===== src/rtl/core_dbg_apb_arbiter.sv =====
// Round-robin APB master front-end for the core debug APB slave.
// Each granted request becomes one SETUP/ACCESS transfer with a bounded wait-state timeout.
module core_dbg_apb_arbiter #(
   parameter int NUM_REQ        = 2,
   parameter int APB_ADDR_WIDTH = 5,
   parameter int APB_DATA_WIDTH = 32,
   parameter int TIMEOUT        = 15
) (
   input  logic                                clk,
   input  logic                                rst,
   input  logic [NUM_REQ-1:0]                  req,
   input  logic [NUM_REQ-1:0]                  req_wr,
   input  logic [NUM_REQ*APB_ADDR_WIDTH-1:0]   req_addr,
   input  logic [NUM_REQ*APB_DATA_WIDTH-1:0]   req_wdata,
   input  logic [NUM_REQ*4-1:0]                req_wstrobe,
   output logic [NUM_REQ-1:0]                  gnt,
   output logic                                rsp_valid,
   output logic                                rsp_id,
   output logic [APB_DATA_WIDTH-1:0]           rsp_rdata,
   output logic                                rsp_err,
   output logic [APB_ADDR_WIDTH-1:0]           apb_addr,
   output logic                                apb_sel,
   output logic                                apb_enable,
   output logic                                apb_wr_rd,
   output logic [APB_DATA_WIDTH-1:0]           apb_wdata,
   output logic [3:0]                          apb_wstrobe,
   input  logic                                apb_ready,
   input  logic [APB_DATA_WIDTH-1:0]           apb_rdata
);

   localparam int AW    = APB_ADDR_WIDTH;
   localparam int DW    = APB_DATA_WIDTH;
   localparam int CNT_W = $clog2(TIMEOUT + 1);

   typedef enum logic [1:0] {IDLE, SETUP, ACCESS} state_t;

   state_t            state_q, state_d;
   logic              last_q, last_d;
   logic [CNT_W-1:0]  cnt_q, cnt_d, cnt_inc;
   logic [AW-1:0]     apb_addr_q, apb_addr_d;
   logic              apb_sel_q, apb_sel_d;
   logic              apb_enable_q, apb_enable_d;
   logic              apb_wr_rd_q, apb_wr_rd_d;
   logic [DW-1:0]     apb_wdata_q, apb_wdata_d;
   logic [3:0]        apb_wstrobe_q, apb_wstrobe_d;
   logic              rsp_valid_q, rsp_valid_d;
   logic              rsp_id_q, rsp_id_d;
   logic [DW-1:0]     rsp_rdata_q, rsp_rdata_d;
   logic              rsp_err_q, rsp_err_d;

   logic              other_id;
   logic              win_id;
   logic              win_wr;
   logic [AW-1:0]     win_addr;
   logic [DW-1:0]     win_wdata;
   logic [3:0]        win_wstrobe;

   // The requester that was not served last gets priority; a lone requester always wins.
   always_comb begin
      other_id    = ~last_q;
      win_id      = req[other_id] ? other_id : last_q;
      win_wr      = req_wr[win_id];
      win_addr    = win_id ? req_addr[AW +: AW]   : req_addr[0 +: AW];
      win_wdata   = win_id ? req_wdata[DW +: DW]  : req_wdata[0 +: DW];
      win_wstrobe = win_id ? req_wstrobe[4 +: 4]  : req_wstrobe[0 +: 4];
      cnt_inc     = (cnt_q == CNT_W'(TIMEOUT)) ? cnt_q : cnt_q + CNT_W'(1);
   end

   always_comb begin
      state_d       = state_q;
      last_d        = last_q;
      cnt_d         = cnt_q;
      apb_addr_d    = apb_addr_q;
      apb_sel_d     = apb_sel_q;
      apb_enable_d  = apb_enable_q;
      apb_wr_rd_d   = apb_wr_rd_q;
      apb_wdata_d   = apb_wdata_q;
      apb_wstrobe_d = apb_wstrobe_q;
      rsp_valid_d   = 1'b0;
      rsp_id_d      = rsp_id_q;
      rsp_rdata_d   = '0;
      rsp_err_d     = 1'b0;
      gnt           = '0;

      case (state_q)
         IDLE: begin
            apb_sel_d    = 1'b0;
            apb_enable_d = 1'b0;
            if (|req) begin
               gnt[win_id]   = 1'b1;
               apb_sel_d     = 1'b1;
               apb_wr_rd_d   = win_wr;
               apb_addr_d    = win_addr;
               apb_wdata_d   = win_wr ? win_wdata : '0;
               apb_wstrobe_d = win_wr ? win_wstrobe : 4'h0;
               last_d        = win_id;
               rsp_id_d      = win_id;
               state_d       = SETUP;
            end
         end
         SETUP: begin
            apb_sel_d    = 1'b1;
            apb_enable_d = 1'b1;
            cnt_d        = '0;
            state_d      = ACCESS;
         end
         ACCESS: begin
            if (apb_ready) begin
               rsp_valid_d  = 1'b1;
               rsp_rdata_d  = apb_wr_rd_q ? '0 : apb_rdata;
               apb_sel_d    = 1'b0;
               apb_enable_d = 1'b0;
               state_d      = IDLE;
            end else begin
               cnt_d = cnt_inc;
               if (cnt_inc == CNT_W'(TIMEOUT)) begin
                  rsp_valid_d  = 1'b1;
                  rsp_err_d    = 1'b1;
                  apb_sel_d    = 1'b0;
                  apb_enable_d = 1'b0;
                  state_d      = IDLE;
               end
            end
         end
         default: state_d = IDLE;
      endcase

      if (rst) begin
         gnt = '0;
      end
   end

   always_ff @(posedge clk) begin
      if (rst) begin
         state_q       <= IDLE;
         last_q        <= 1'b1;
         cnt_q         <= '0;
         apb_addr_q    <= '0;
         apb_sel_q     <= 1'b0;
         apb_enable_q  <= 1'b0;
         apb_wr_rd_q   <= 1'b0;
         apb_wdata_q   <= '0;
         apb_wstrobe_q <= 4'h0;
         rsp_valid_q   <= 1'b0;
         rsp_id_q      <= 1'b0;
         rsp_rdata_q   <= '0;
         rsp_err_q     <= 1'b0;
      end else begin
         state_q       <= state_d;
         last_q        <= last_d;
         cnt_q         <= cnt_d;
         apb_addr_q    <= apb_addr_d;
         apb_sel_q     <= apb_sel_d;
         apb_enable_q  <= apb_enable_d;
         apb_wr_rd_q   <= apb_wr_rd_d;
         apb_wdata_q   <= apb_wdata_d;
         apb_wstrobe_q <= apb_wstrobe_d;
         rsp_valid_q   <= rsp_valid_d;
         rsp_id_q      <= rsp_id_d;
         rsp_rdata_q   <= rsp_rdata_d;
         rsp_err_q     <= rsp_err_d;
      end
   end

   assign apb_addr    = apb_addr_q;
   assign apb_sel     = apb_sel_q;
   assign apb_enable  = apb_enable_q;
   assign apb_wr_rd   = apb_wr_rd_q;
   assign apb_wdata   = apb_wdata_q;
   assign apb_wstrobe = apb_wstrobe_q;
   assign rsp_valid   = rsp_valid_q;
   assign rsp_id      = rsp_id_q;
   assign rsp_rdata   = rsp_rdata_q;
   assign rsp_err     = rsp_err_q;

endmodule


===== config.mk =====
export PLATFORM = sky130hd
export DESIGN_NAME = core_dbg_apb_arbiter
export DESIGN_NICKNAME = d
export VERILOG_FILES = /design/src/rtl/core_dbg_apb_arbiter.sv
export SDC_FILE = /design/constraint.sdc
export NUM_CORES = 1
export LEC_CHECK = 0
export ABC_AREA = 1
export CORE_MARGIN = 2
export CORE_UTILIZATION = 38
export DETAILED_ROUTE_END_ITERATION = 16
export PLACE_DENSITY = 0.78
export SETUP_SLACK_MARGIN = 0.5
export SYNTH_ARGS = -nofsm -noshare
export SYNTH_HDL_FRONTEND = slang
export SYNTH_SLANG_ARGS = --single-unit
export TNS_END_PERCENT = 100

===== constraint.sdc =====
create_clock -name clk -period 2.08 [get_ports clk]
set_clock_uncertainty 0.2 [all_clocks]
set_input_delay 0.416 -clock clk [delete_from_list [all_inputs] [get_ports clk]]
set_output_delay 0.416 -clock clk [all_outputs]
set_load 0.02 [all_outputs]

==> qor.log, run 1 <==
[worst_setup_path] reg-to-reg endpoint apb_wdata[21]
[floorplanning] row count 35
[sta] Hold WS 267 ps
[sta] f_max 0.506 GHz
[place] area of placed instances 0.00576 mm2
[cts] CTS sink cnt 86
[route] routed length per placed instance 15.3 um
[hold_path] Worst Hold Launch apb_wstrobe[0]
[synthesis] post-synth cell types 20
[cts] hold bufs inserted after CTS 0
[grt] global route overflow 0
[sta] minimum clock period after layout 1980 ps
[synthesis] Post-Syn Area per Cell 7.97 um2
[sta] hold violation total from the final report 0
[cts] CTS Buf Count 9
[synthesis] syn_nets 566
[synthesis] cell area after synthesis 0.00351 mm2
[cts] clock network latency to the later pin of the worst-skew pair 340 ps
[route] starting DRC count in detailed routing 131
[cts] clock tree from TritonCTS done
[cts] clock slew at the register clock pins of the worst setup and hold paths 90 ps
[cts] maximum level of the CTS H-tree 3
[place] dpl hpwl 7580 um
[grt] number of antenna violations at the first check in global routing 2
[cts] worst-case clock buffer depth 2
[cts] master cell of the clock root buffer clkbuf_8
[worst_setup_path] Crit Reg-Reg Startpoint state_q[0]
[floorplanning] # IOs 202
[outcome] run status completed
[route] DRT antenna net count 0
[worst_setup_path] data arrival time at the worst-slack endpoint 2010 ps
[floorplanning] Chip Height 100 um
[cells_and_area] Fillers 671
[cells_and_area] final net count 814
[synthesis] proportion of synthesized chip area in sequential cells 0.491
[worst_setup_path] Crit Path Category reg2reg
[sta] Tcrit/Tclk final 0.950
[sta] unrepaired setup endpoints after global routing yes
[hold_path] worst min-delay path category reg2reg
[sta] number of setup violations in the final report 0
[power] worst ir drop on vdd 0.480 mV
[floorplanning] die area 0.0100 mm2
[sta] Worst-Margin Slew 286 ps
[cells_and_area] area growth from synthesis to layout 90.8%
[synthesis] synthesized flop and latch total 86
[sta] final worst slack 104 ps
[sta] headroom to the max-slew limit 0.809
[floorplanning] x dimension of the die 100 um
[grt] pin count of the biggest net entering global routing 44
[power] leak pwr 0.00299 uW
[synthesis] number of warnings issued by yosys 0
[grt] number of global-route vias before repair 3666
[worst_setup_path] FF-to-FF setup slack 100 ps
[grt] wire length of the first global-routing pass 17100 um
[worst_setup_path] kind of start point of the critical path flop
[flow_run] # Max-Cap Violations 0
[worst_setup_path] number of cells traversed by the worst register-to-register path 13
[route] length of the first detailed-routing pass in iterations 4
[worst_setup_path] worst-path maximum fanout 5
[place] number of buffers inserted by port buffering 201
[floorplanning] total core area 0.00911 mm2
[place] post-place setup slack -583 ps
[route] DRC 0
[grt] GRT Total Usage 0.217
[power] power per unit of standard cell area 733 mW/mm2
[hold_path] end point of the worst hold path apb_wstrobe[0]
[worst_setup_path] category of the worst setup path capture point flop
[cells_and_area] layout cell share with drive strength beyond 1 0.446
[route] drt via density 4.74
[place] final weighted congestion in routability-driven placement 0.850
[worst_setup_path] required time reported for the critical path endpoint 2110 ps
[synthesis] post-synthesis instance total 440
[route] Final Routed Wirelength 12300 um
[hold_path] number of cells on the worst hold path 2
[floorplanning] starting density of the core 0.385
[route] number of vias in the routed layout 3818
[cells_and_area] cell area after layout 0.00669 mm2
[sta] fin. max-slew vios 0
what timing repair did:
| action | CTS | global route |
|---|---|---|
| endpoints found under the hold margin | 0 | 0 |
| gates resized for setup | 352 | 127 |
| gates cloned | 5 | 2 |
| pin swaps | 19 | 30 |
| setup buffers | 22 | 8 |
| endpoints found under the setup margin | 164 | 115 |
state kept, by name, summed over array words and instances, names as in the netlist:
| register | flops |
|---|---|
| state_q | 2 |
| rsp_err | 1 |
| rsp_id | 1 |
| apb_addr | 5 |
| cnt_q | 4 |
| rsp_rdata | 32 |
| apb_enable | 1 |
| apb_wr_rd | 1 |
| apb_wstrobe | 4 |
| rsp_valid | 1 |
| apb_sel | 1 |
| last_q | 1 |
| apb_wdata | 32 |
worst max path at each step:
stage                          to  slack [ps]  cells past startpoint       start
CTS                        gnt[1]         110                      7  state_q[0]
floorplan               apb_wr_rd         410                     11  state_q[1]
global placement           gnt[1]        -540                      6      req[1]
detailed placement         gnt[1]        -580                      6      req[1]
global route               gnt[1]          20                      7  state_q[0]
finish              apb_wdata[21]         100                     13  state_q[0]
metal layers:
metal | wire, um | GRT usage | up-vias
li1 | - | - | 1882
met1 | 4420 | 0.230 | 1752
met2 | 6550 | 0.398 | 164
met3 | 1040 | 0.0738 | 20
met4 | 291 | 0.0790 | 0
met5 | 0 | 0 | -
worst max-delay path, cell delays in order, from the launching register on:
cell and delay, ps:
dfxtp_2 340, inv_2 50, ha_4 160, o21ai_4 70, inv_2 60, nand2_2 60, inv_2 40, buf_4 120
buf_6 110, a22o_4 270, buf_12 150, buf_16 130, nand2_1 50, a21oi_1 50
placed cells by master, fill, tap and decap left out, types with 9 or more instances in the layout:
cell type        instances
nor2_1                   9
nand2_1                 85
inv_1                   43
nor2_2                  16
a21oi_1                 28
buf_2                   57
nand3_1                 10
clkdlybuf4s15_2         22
buf_6                   11
clkdlybuf4s50_1        117
clkbuf_8                 9
mux2_2                  36
nand2_2                 21
inv_2                    9
nand2_4                 15
a21oi_2                 17
nor2_4                  16
buf_4                   36
dfxtp_1                 81
cell type report:
| class | count | area, um2 | area share |
|---|---|---|---|
| Timing Repair Buffer | 259 | 2430 | 0.362 |
| Antenna cell | 2 | 5.00 | 0.000748 |
| Multi-Input combinational cell | 279 | 2010 | 0.301 |
| Sequential cell | 86 | 1740 | 0.259 |
| Clock inverter | 6 | 46.3 | 0.00692 |
| Inverter | 53 | 201 | 0.0301 |
| Clock buffer | 10 | 128 | 0.0191 |
| Tap cell | 111 | 139 | 0.0208 |
cells in the mapped netlist:
cell      count  area share
nand3_1      18       0.026
buf_2         4      0.0057
o21ai_0       4      0.0057
a22o_1        1      0.0025
mux2_2       36        0.12
nand2_2       1      0.0018
o21ai_1       1      0.0014
clkbuf_1     13       0.014
nor3_1        2      0.0029
inv_2         2      0.0021
buf_4         3      0.0064
a21oi_1      45       0.064
nand4_1       3      0.0054
dfxtp_1      86        0.49
ha_1          5       0.018
buf_6         2      0.0064
nand2_1     120        0.13
o21ai_2       2      0.0050
inv_1        51       0.055
nor2_1       41       0.044
stage by stage:
| step | std cells | TNS, ps | total power, uW | utilization |
|---|---|---|---|---|
| after floorplan | 440 | 0 | 2750 | - |
| after global placement | 751 | -9470 | 3420 | 0.632 |
| after detailed placement | 751 | -11400 | 3450 | 0.632 |
| after CTS | 794 | 0 | 4770 | 0.703 |
| after global routing | 805 | 0 | 5160 | 0.734 |
| final | 806 | 0 | 4900 | 0.735 |
cell families after synthesis:
group / count (synthesis) / share of synthesized area
AND/OR/NAND/NOR: 185 / 0.208
flip-flops: 86 / 0.491
buffers and inverters: 75 / 0.0892
AO/OA/AOI/OAI: 53 / 0.0788
multiplexers: 36 / 0.116
adder cells (fa/ha/maj): 5 / 0.0178
report_power, final:
group	internal, uW	switching, uW
combinational	988	996
sequential	1790	72.2
clock	441	612
total	3220	1680
No activity file was read; power rests on OpenSTA's default activity.
==> run 2, diff against run 1 <==
==> constraint.sdc (replaced) <==
create_clock -name clk -period 2.08 [get_ports clk]
set_clock_uncertainty 0.2 [all_clocks]
set_input_delay 0.624 -clock clk [delete_from_list [all_inputs] [get_ports clk]]
set_output_delay 0.624 -clock clk [all_outputs]
set_load 0.02 [all_outputs]
==> run 2 against run 1 <==
The flow now finishes with violations (setup timing). Sequential share of layout area down 0.33 points. First-iteration DRC count is 44% lower. Die area stayed put. Worst hold slack improved by 6.9 ps. Cell count down 0.37%. Power rose by 12%. Combinational power up 19%.
==> qor.log, run 2 (synthesized netlist as in run 1, its figures left out) <==
[sta] headroom to the max-slew limit 0.550
[worst_setup_path] Top Family by Delay on Critical Path buffers and inverters
[outcome] violated checks setup timing
[worst_setup_path] cell occurring most often along the worst timing path inv_2
[route] number of vias in the routed layout 3831
[hold_path] end point of the worst hold path apb_wdata[22]
[grt] GRT Total Usage 0.250
[place] number of placed instances, taps included 753
[worst_setup_path] Crit Reg-Reg Startpoint state_q[0]
[power] leak pwr 0.00325 uW
[cells_and_area] most common library cell in the layout ignoring fill and taps clkdlybuf4s50_1
[route] Final Routed Wirelength 13000 um
[sta] final worst slack -174 ps
[grt] number of antenna violations at the first check in global routing 0
[sta] number of setup violations in the final report 39
[floorplanning] total core area 0.00911 mm2
[hold_path] worst min-delay path category reg2reg
[place] final weighted congestion in routability-driven placement 0.884
[route] routed length per placed instance 16.3 um
[worst_setup_path] peak per-stage delay on the critical path 340 ps
[cells_and_area] post-layout util 0.785
[cells_and_area] layout cell share with drive strength beyond 1 0.553
[floorplanning] row count 35
[worst_setup_path] number of cells traversed by the worst register-to-register path 13
[cts] clock slew at the register clock pins of the worst setup and hold paths 90 ps
[outcome] run status complete, but fails checks
[cells_and_area] final cell count without fillers 803
[cts] worst-case clock buffer depth 2
[sta] hold violation total from the final report 0
[hold_path] Worst Hold Launch apb_wdata[22]
[floorplanning] x dimension of the die 100 um
[worst_setup_path] number of buffers and inverters on the critical path 5
[sta] minimum clock period after layout 2250 ps
[worst_setup_path] reg-to-reg endpoint apb_wdata[9]
[route] DRT antenna net count 0
[place] dpl hpwl 8140 um
[cells_and_area] number of antenna repair diodes 0
[route] length of the first detailed-routing pass in iterations 6
[cts] clock tree from TritonCTS done
[cts] master cell of the clock root buffer clkbuf_8
[worst_setup_path] required time reported for the critical path endpoint 1260 ps
[cts] maximum level of the CTS H-tree 3
[worst_setup_path] Crit Path Category reg2out
[sta] Total Negative Setup Slacks -1210 ps
[cts] CTS Buf Count 9
[grt] wire length of the first global-routing pass 19500 um
[cts] CTS sink cnt 86
[sta] f_max 0.444 GHz
[floorplanning] Chip Height 100 um
[cells_and_area] final net count 813
[sta] fin. max-slew vios 0
[grt] pin count of the biggest net entering global routing 44
[grt] number of global-route vias before repair 3920
[sta] unrepaired setup endpoints after global routing yes
[cts] clock network latency to the later pin of the worst-skew pair 350 ps
[worst_setup_path] worst-path maximum fanout 3
[worst_setup_path] CP Cell Sequence inv_2, ha_4, o21ai_4, inv_2, nand2_2, inv_2, nand2_2, inv_2, buf_6
[worst_setup_path] kind of start point of the critical path flop
[hold_path] number of cells on the worst hold path 2
[grt] global route overflow 0
[flow_run] # Max-Cap Violations 0
[worst_setup_path] category of the worst setup path capture point output pin
[place] number of buffers inserted by port buffering 201
[floorplanning] # IOs 202
[floorplanning] starting density of the core 0.385
[worst_setup_path] slowest cell on the critical path dfxtp_2
[worst_setup_path] FF-to-FF setup slack -50 ps
[floorplanning] die area 0.0100 mm2
[worst_setup_path] data arrival time at the worst-slack endpoint 1430 ps
[route] DRC 0
[power] worst ir drop on vdd 0.669 mV
[sta] Tcrit/Tclk final 1.08
[cells_and_area] most frequent cells in the layout clkdlybuf4s50_1 (116), buf_6 (91), dfxtp_2 (82)
[power] power per unit of standard cell area 764 mW/mm2
[sta] Worst-Margin Slew 675 ps
[route] drt via density 4.77
[cells_and_area] area growth from synthesis to layout 104%
[route] starting DRC count in detailed routing 73
[run 2: repair_timing]
| action | in CTS | in global routing |
|---|---|---|
| setup buffers | 19 | 8 |
| hold buffers | 0 | 0 |
| resized for setup | 694 | 44 |
| cloned | 7 | 0 |
| endpoints found under the setup margin | 167 | 167 |
| pin swaps | 32 | 13 |
[run 2: worst register-to-register path, delay by kind of cell (launching register included)]
kind,cells,cell delay [ps]
compound gates,3,410
fa+ha+maj,1,170
simple gates,2,130
flops,1,350
buf+inv,7,710
[run 2: final cells by class]
type | count | area, um2
sequential | 86 | 1830
timing repair buffer | 258 | 2770
fill | 598 | 1950
multi-input combinational | 279 | 2010
tap | 111 | 139
clock inverter | 6 | 70.1
clock buffer | 10 | 128
inverter | 53 | 199
[run 2: per-stage QoR]
step | area [um2] | power (uW) | setup slack [ps] | hold slack [ps]
2_1_floorplan | 3550 | 2720 | 89.0 | 277
3_3_place_gp | 5770 | 3430 | -1030 | 251
3_5_place_dp | 5770 | 3460 | -1030 | 255
4_1_cts | 6910 | 5320 | -141 | 274
5_1_grt | 7150 | 5730 | -252 | 285
6_report | 7150 | 5470 | -174 | 274
[run 2: worst max path at each step]
stage / startpoint / endpoint / slack, ps / depth (start not counted)
finish: state_q[0] / gnt[0] / -170 / 9
global route: state_q[0] / gnt[0] / -250 / 9
floorplan: req[1] / gnt[0] / 90 / 6
CTS: state_q[1] / gnt[1] / -140 / 7
global placement: req[1] / gnt[1] / -1030 / 6
detailed placement: req[1] / gnt[1] / -1030 / 6
[run 2: per-layer routing]
metal  up-vias  routed length [um]  track usage
met5         -                   0            0
met4         0                 422        0.112
met3        34                 523       0.0522
met2       135                7050        0.460
met1      1787                5050        0.275
li1       1875                   -            -
[run 2: power by group]
| group | total [uW] | internal [uW] | switching, uW |
|---|---|---|---|
| logic | 2360 | 1250 | 1110 |
| registers | 1930 | 1820 | 107 |
| clock network | 1180 | 564 | 614 |
| total | 5470 | 3640 | 1830 |
==> run 3, diff against run 2 <==
--- a/config.mk
+++ b/config.mk
@@ -8,6 +8,7 @@
 export ABC_AREA = 1
 export CORE_MARGIN = 2
 export CORE_UTILIZATION = 38
+export CTS_CLUSTER_SIZE = 16
 export DETAILED_ROUTE_END_ITERATION = 16
 export PLACE_DENSITY = 0.78
 export SETUP_SLACK_MARGIN = 0.5
==> results of run 3 <==
No change in the layout: final DEF, timing and power equal those of run 2.
